===== src/rtl/lease_table_loader_pkg.sv =====
// Shared definitions for the lease table loader: table selectors, the
// default-lease config address and the sequencer state encoding.
package lease_table_loader_pkg;

  localparam logic [1:0] LLT_TBL_ADDR   = 2'd0;
  localparam logic [1:0] LLT_TBL_LEASE0 = 2'd1;
  localparam logic [1:0] LLT_TBL_LEASE1 = 2'd2;
  localparam logic [1:0] LLT_TBL_PROB   = 2'd3;

  localparam int LEASE_CFG_DEFAULT_ADDR = 0;

  typedef enum logic [2:0] {
    ST_IDLE    = 3'd0,
    ST_DEFAULT = 3'd1,
    ST_COUNT   = 3'd2,
    ST_TABLE   = 3'd3,
    ST_CHECK   = 3'd4,
    ST_FINISH  = 3'd5
  } loader_state_e;

endpackage


===== src/rtl/lease_table_loader.sv =====
// Lease table loader: streams the default lease, the entry count and four
// LLT tables from a valid/ready word stream into the cache write ports.
// Optional trailing checksum word enabled by LEASE_LOADER_CHECKSUM_EN.
//
// state   | meaning
// IDLE    | waiting for start_i
// DEFAULT | accept default lease word, write config register
// COUNT   | accept entry count C, range-check it
// TABLE   | accept C words for each of tables 0..3
// CHECK   | accept checksum word (checksum build only)
// FINISH  | done_o high for one cycle, busy_o low
module lease_table_loader
  import lease_table_loader_pkg::*;
#(
  parameter int N_ENTRIES     = 128,
  parameter int BW_ENTRIES    = $clog2(N_ENTRIES),
  parameter int BW_ADDR_SPACE = BW_ENTRIES + 2
) (
  input  logic                     clock_i,
  input  logic                     reset_i,
  input  logic                     start_i,
  input  logic [31:0]              s_data_i,
  input  logic                     s_valid_i,
  output logic                     s_ready_o,
  output logic                     con_wren_o,
  output logic                     llt_wren_o,
  output logic [BW_ADDR_SPACE-1:0] llt_addr_o,
  output logic [31:0]              llt_data_o,
  output logic                     busy_o,
  output logic                     done_o,
  output logic                     error_o
);

  localparam logic [BW_ENTRIES:0] CNT_ONE = {{BW_ENTRIES{1'b0}}, 1'b1};

  loader_state_e            state_q;
  logic [BW_ENTRIES-1:0]    index_q;
  logic [1:0]               tbl_q;
  logic [BW_ENTRIES:0]      count_q;
  logic                     con_wren_q;
  logic                     llt_wren_q;
  logic [BW_ADDR_SPACE-1:0] addr_q;
  logic [31:0]              data_q;
  logic                     busy_q;
  logic                     done_q;
  logic                     error_q;
  logic                     last_idx;
  logic                     count_bad;
`ifdef LEASE_LOADER_CHECKSUM_EN
  logic [31:0]              sum_q;
`endif

  // Ready is a pure decode of the state register, so it has no combinational
  // path from s_valid_i.
  assign s_ready_o = (state_q == ST_DEFAULT) || (state_q == ST_COUNT) ||
                     (state_q == ST_TABLE)   || (state_q == ST_CHECK);

  // Compare against the full word so large counts cannot alias into range.
  assign count_bad = (s_data_i == 32'd0) || (s_data_i > 32'(N_ENTRIES));
  assign last_idx  = ({1'b0, index_q} == (count_q - CNT_ONE));

  // Sequencer with registered write port and status outputs.
  always_ff @(posedge clock_i) begin
    if (reset_i) begin
      state_q    <= ST_IDLE;
      index_q    <= '0;
      tbl_q      <= LLT_TBL_ADDR;
      count_q    <= '0;
      con_wren_q <= 1'b0;
      llt_wren_q <= 1'b0;
      addr_q     <= '0;
      data_q     <= '0;
      busy_q     <= 1'b0;
      done_q     <= 1'b0;
      error_q    <= 1'b0;
`ifdef LEASE_LOADER_CHECKSUM_EN
      sum_q      <= '0;
`endif
    end else begin
      con_wren_q <= 1'b0;
      llt_wren_q <= 1'b0;
      done_q     <= 1'b0;
`ifdef LEASE_LOADER_CHECKSUM_EN
      if (s_valid_i && (state_q == ST_DEFAULT || state_q == ST_COUNT || state_q == ST_TABLE))
        sum_q <= sum_q + s_data_i;
`endif
      case (state_q)
        ST_IDLE: begin
          if (start_i) begin
            state_q <= ST_DEFAULT;
            busy_q  <= 1'b1;
            error_q <= 1'b0;
            index_q <= '0;
            tbl_q   <= LLT_TBL_ADDR;
`ifdef LEASE_LOADER_CHECKSUM_EN
            sum_q   <= '0;
`endif
          end
        end
        ST_DEFAULT: begin
          if (s_valid_i) begin
            con_wren_q <= 1'b1;
            addr_q     <= BW_ADDR_SPACE'(LEASE_CFG_DEFAULT_ADDR);
            data_q     <= s_data_i;
            state_q    <= ST_COUNT;
          end
        end
        ST_COUNT: begin
          if (s_valid_i) begin
            if (count_bad) begin
              error_q <= 1'b1;
              busy_q  <= 1'b0;
              done_q  <= 1'b1;
              state_q <= ST_FINISH;
            end else begin
              count_q <= s_data_i[BW_ENTRIES:0];
              state_q <= ST_TABLE;
            end
          end
        end
        ST_TABLE: begin
          if (s_valid_i) begin
            llt_wren_q <= 1'b1;
            addr_q     <= {tbl_q, index_q};
            data_q     <= s_data_i;
            if (last_idx) begin
              index_q <= '0;
              case (tbl_q)
                LLT_TBL_ADDR:   tbl_q <= LLT_TBL_LEASE0;
                LLT_TBL_LEASE0: tbl_q <= LLT_TBL_LEASE1;
                LLT_TBL_LEASE1: tbl_q <= LLT_TBL_PROB;
                default: begin
`ifdef LEASE_LOADER_CHECKSUM_EN
                  state_q <= ST_CHECK;
`else
                  busy_q  <= 1'b0;
                  done_q  <= 1'b1;
                  state_q <= ST_FINISH;
`endif
                end
              endcase
            end else begin
              index_q <= index_q + 1'b1;
            end
          end
        end
`ifdef LEASE_LOADER_CHECKSUM_EN
        ST_CHECK: begin
          if (s_valid_i) begin
            if (s_data_i != sum_q) error_q <= 1'b1;
            busy_q  <= 1'b0;
            done_q  <= 1'b1;
            state_q <= ST_FINISH;
          end
        end
`endif
        ST_FINISH: state_q <= ST_IDLE;
        default:   state_q <= ST_IDLE;
      endcase
    end
  end

  assign con_wren_o = con_wren_q;
  assign llt_wren_o = llt_wren_q;
  assign llt_addr_o = addr_q;
  assign llt_data_o = data_q;
  assign busy_o     = busy_q;
  assign done_o     = done_q;
  assign error_o    = error_q;

endmodule


===== config.mk =====
export PLATFORM = sky130hd
export DESIGN_NAME = lease_table_loader
export DESIGN_NICKNAME = d
export VERILOG_FILES = /design/src/rtl/lease_table_loader_pkg.sv /design/src/rtl/lease_table_loader.sv
export SDC_FILE = /design/constraint.sdc
export NUM_CORES = 1
export LEC_CHECK = 0
export CAP_MARGIN = 20
export CORE_ASPECT_RATIO = 0.75
export CORE_MARGIN = 3
export CORE_UTILIZATION = 34
export DETAILED_ROUTE_END_ITERATION = 6
export HOLD_SLACK_MARGIN = 0.06
export SLEW_MARGIN = 20
export SYNTH_ARGS = -nofsm -noshare
export SYNTH_HDL_FRONTEND = slang
export SYNTH_SLANG_ARGS = --single-unit

===== constraint.sdc =====
create_clock -name clock_i -period 3.6 [get_ports clock_i]
set_input_delay 0.36 -clock clock_i [delete_from_list [all_inputs] [get_ports clock_i]]
set_output_delay 0.36 -clock clock_i [all_outputs]
set_load 0.02 [all_outputs]

==> metrics <==
status completed; critical path data required time 3.79 ns; worst slew pin tran 0.712 ns; Port Buffer Count 82; CTS Buf Count 9; insertion delay to the later sink of the worst-skew pair 0.33 ns; DRT antenna net count 0; Synth top cells by count nand2_1, dfxtp_1, a21oi_1; number of global-route vias before repair 2508; cell taking the most area after synthesis dfxtp_1; Final Instance Area 0.00413 sq mm; Vias 2741; Critical Path Start Type input port; worst setup margin 1.06 ns; Rows 28; flops & latches, synth 66; Post-route DRC 0; total wire length 8210 um; initial drt markers 190; I/O pin total 83; first-pass GRT wire length 13100 um; Seq/Total Area, Yosys 0.449; synth warn 0; Setup Skew 0.00661 ns; All-Layer GR Usage 0.169; Post-Syn Nets 396; CP max FO 8; gpl congestion 0.790; Worst Hold Path EP llt_addr_o[1]; kind of critical path input port to register; Syn Area/Cell 8.32 sq um; Root Driver clkbuf_16; LEAKAGE 1.48 nW; core area 0.00816 sq mm; VDD IR max 0.229 mV; Max-Cap Viols 0; async set-reset flop share out of synthesis 0; post-CTS setup buffers 0; r2r startpoint count_q[0]; CP arrival 2.73 ns; # diodes 0; Slew HR 0.523; crit share post-route 0.706; flop2flop setup slack 1.50 ns; Synth Cell Area 0.00294 sq mm; minimum clock period 2.54 ns; post-synth top area share 0.449; gr ovfl total 0; Slew Limit Fails 0; cts repair resizes 0; CTS clk-pin slew, worst paths 0.06 ns; Netlist cell types 44; TritonCTS clock tree built; Crit Reg-Reg Endpoint index_q[4]; clk sinks 66; Final #Nets 470; final-report setup violation count 0; layout cells sized above 1 0.0600; cts hold-fix bufs 0; critical path endpoint category register; CTS Buffer Depth 2; H-tree Lvls 3; pwr dens 449 mW/mm^2; initial cell density of the core 0.361; Pre-Repair DR Iteration Count 4; TNS Setup 0 ns; Synth Flop Type dfxtp_1; Max Fclk 394 MHz; Hold Fails Final Rpt 0; Post-Synthesis Cells 354; min-delay src reset_i; die area 0.00982 sq mm; largest net degree at the start of global routing 50; pre-CTS setup slack 0.737 ns; Worst Hold Margin 0.327 ns; Synth area leaders dfxtp_1, nand2_1, a21oi_1, mux2i_1, nor2_1; Reg2Reg Depth 8; number of synthesized flops with an enable pin 0; hold path depth 2; unrepaired setup endpoints after global routing false; HPWL after DPL 5850 um; Avg WL per Cell 15.3 um; Vias/cell 5.09; worst hold path class input port to register; Layout area overhead 40.2%; final core occ 0.506; Horiz. Die Dim 113 um; cell with the most instances after synthesis nand2_1; initial antenna violation count 0; dpl cell area 0.00382 sq mm; die height 86.6 um
## state kept, by name, summed over array words and instances (netlist names)
signal	cells
llt_wren_o	1
index_q	7
done_o	1
llt_addr_o	9
state_q	3
busy_o	1
error_o	1
con_wren_o	1
tbl_q	2
llt_data_o	32
count_q	8
## per-layer routing
layer  global-route usage  routed length, um  up-vias
li1                     -                  -     1372
met1                0.246               4150     1280
met2                0.232               3460       84
met3               0.0656                551        5
met4               0.0459                 43        0
met5                    0                  0        -
## critical path, stage by stage
cell and delay, ns:
clkdlybuf4s50_1 0.46, nor4_1 0.55, nand3_1 0.18, a211oi_2 0.36, and3_1 0.51, mux2i_1 0.24
nor2_1 0.06
## cells by family after synthesis
group                      synth area share
and+or+nand+nor                       0.244
AOI/OAI and AO/OA                     0.164
DFF                                   0.449
buffers and inverters                0.0425
xor gates and xnor gates             0.0416
muxes                                0.0340
adders and majority gates            0.0255
## worst max path at each step
stage                  from    endpoint  slack, ns
2_1_floorplan    count_q[0]  index_q[2]       1.79
3_3_place_gp   s_data_i[31]  count_q[0]       0.70
3_5_place_dp   s_data_i[31]  count_q[1]       0.74
4_1_cts        s_data_i[31]  count_q[1]       1.09
5_1_grt         s_data_i[0]  count_q[6]       0.91
6_report        s_data_i[0]  count_q[1]       1.06
## area by class of cell
type,instances,area [sq um]
fill,785,4030
multi-input combinational,258,1500
sequential,66,1320
timing repair buffer,85,838
clock buffer,10,239
tap,105,131
clock inverter,6,66.3
inverter,8,30.0
## cells in the final DEF, fill, tap and decap left out, types with 5 or more instances in the layout
cell type	count
nand2_1	81
dfxtp_1	66
xnor2_1	9
ha_1	6
xor2_1	5
clkbuf_16	9
mux2i_1	10
and3_1	10
a21oi_1	43
nor4_1	8
clkdlybuf4s50_1	81
nor2_1	22
nor3_1	8
nand3_1	5
a22o_1	8
nand4_1	5
inv_1	8
## stage by stage
stage	total power, mW	std cells
4_1_cts	1.87	538
3_3_place_gp	0.980	522
6_report	1.85	538
3_5_place_dp	0.980	522
2_1_floorplan	0.874	354
5_1_grt	1.92	538
## report_power, final
part	switching [mW]	internal (mW)	total, mW
sequential	0.0158	0.751	0.767
combinational	0.105	0.0930	0.198
clock	0.333	0.554	0.888
Power figures use the tool's default switching activity.
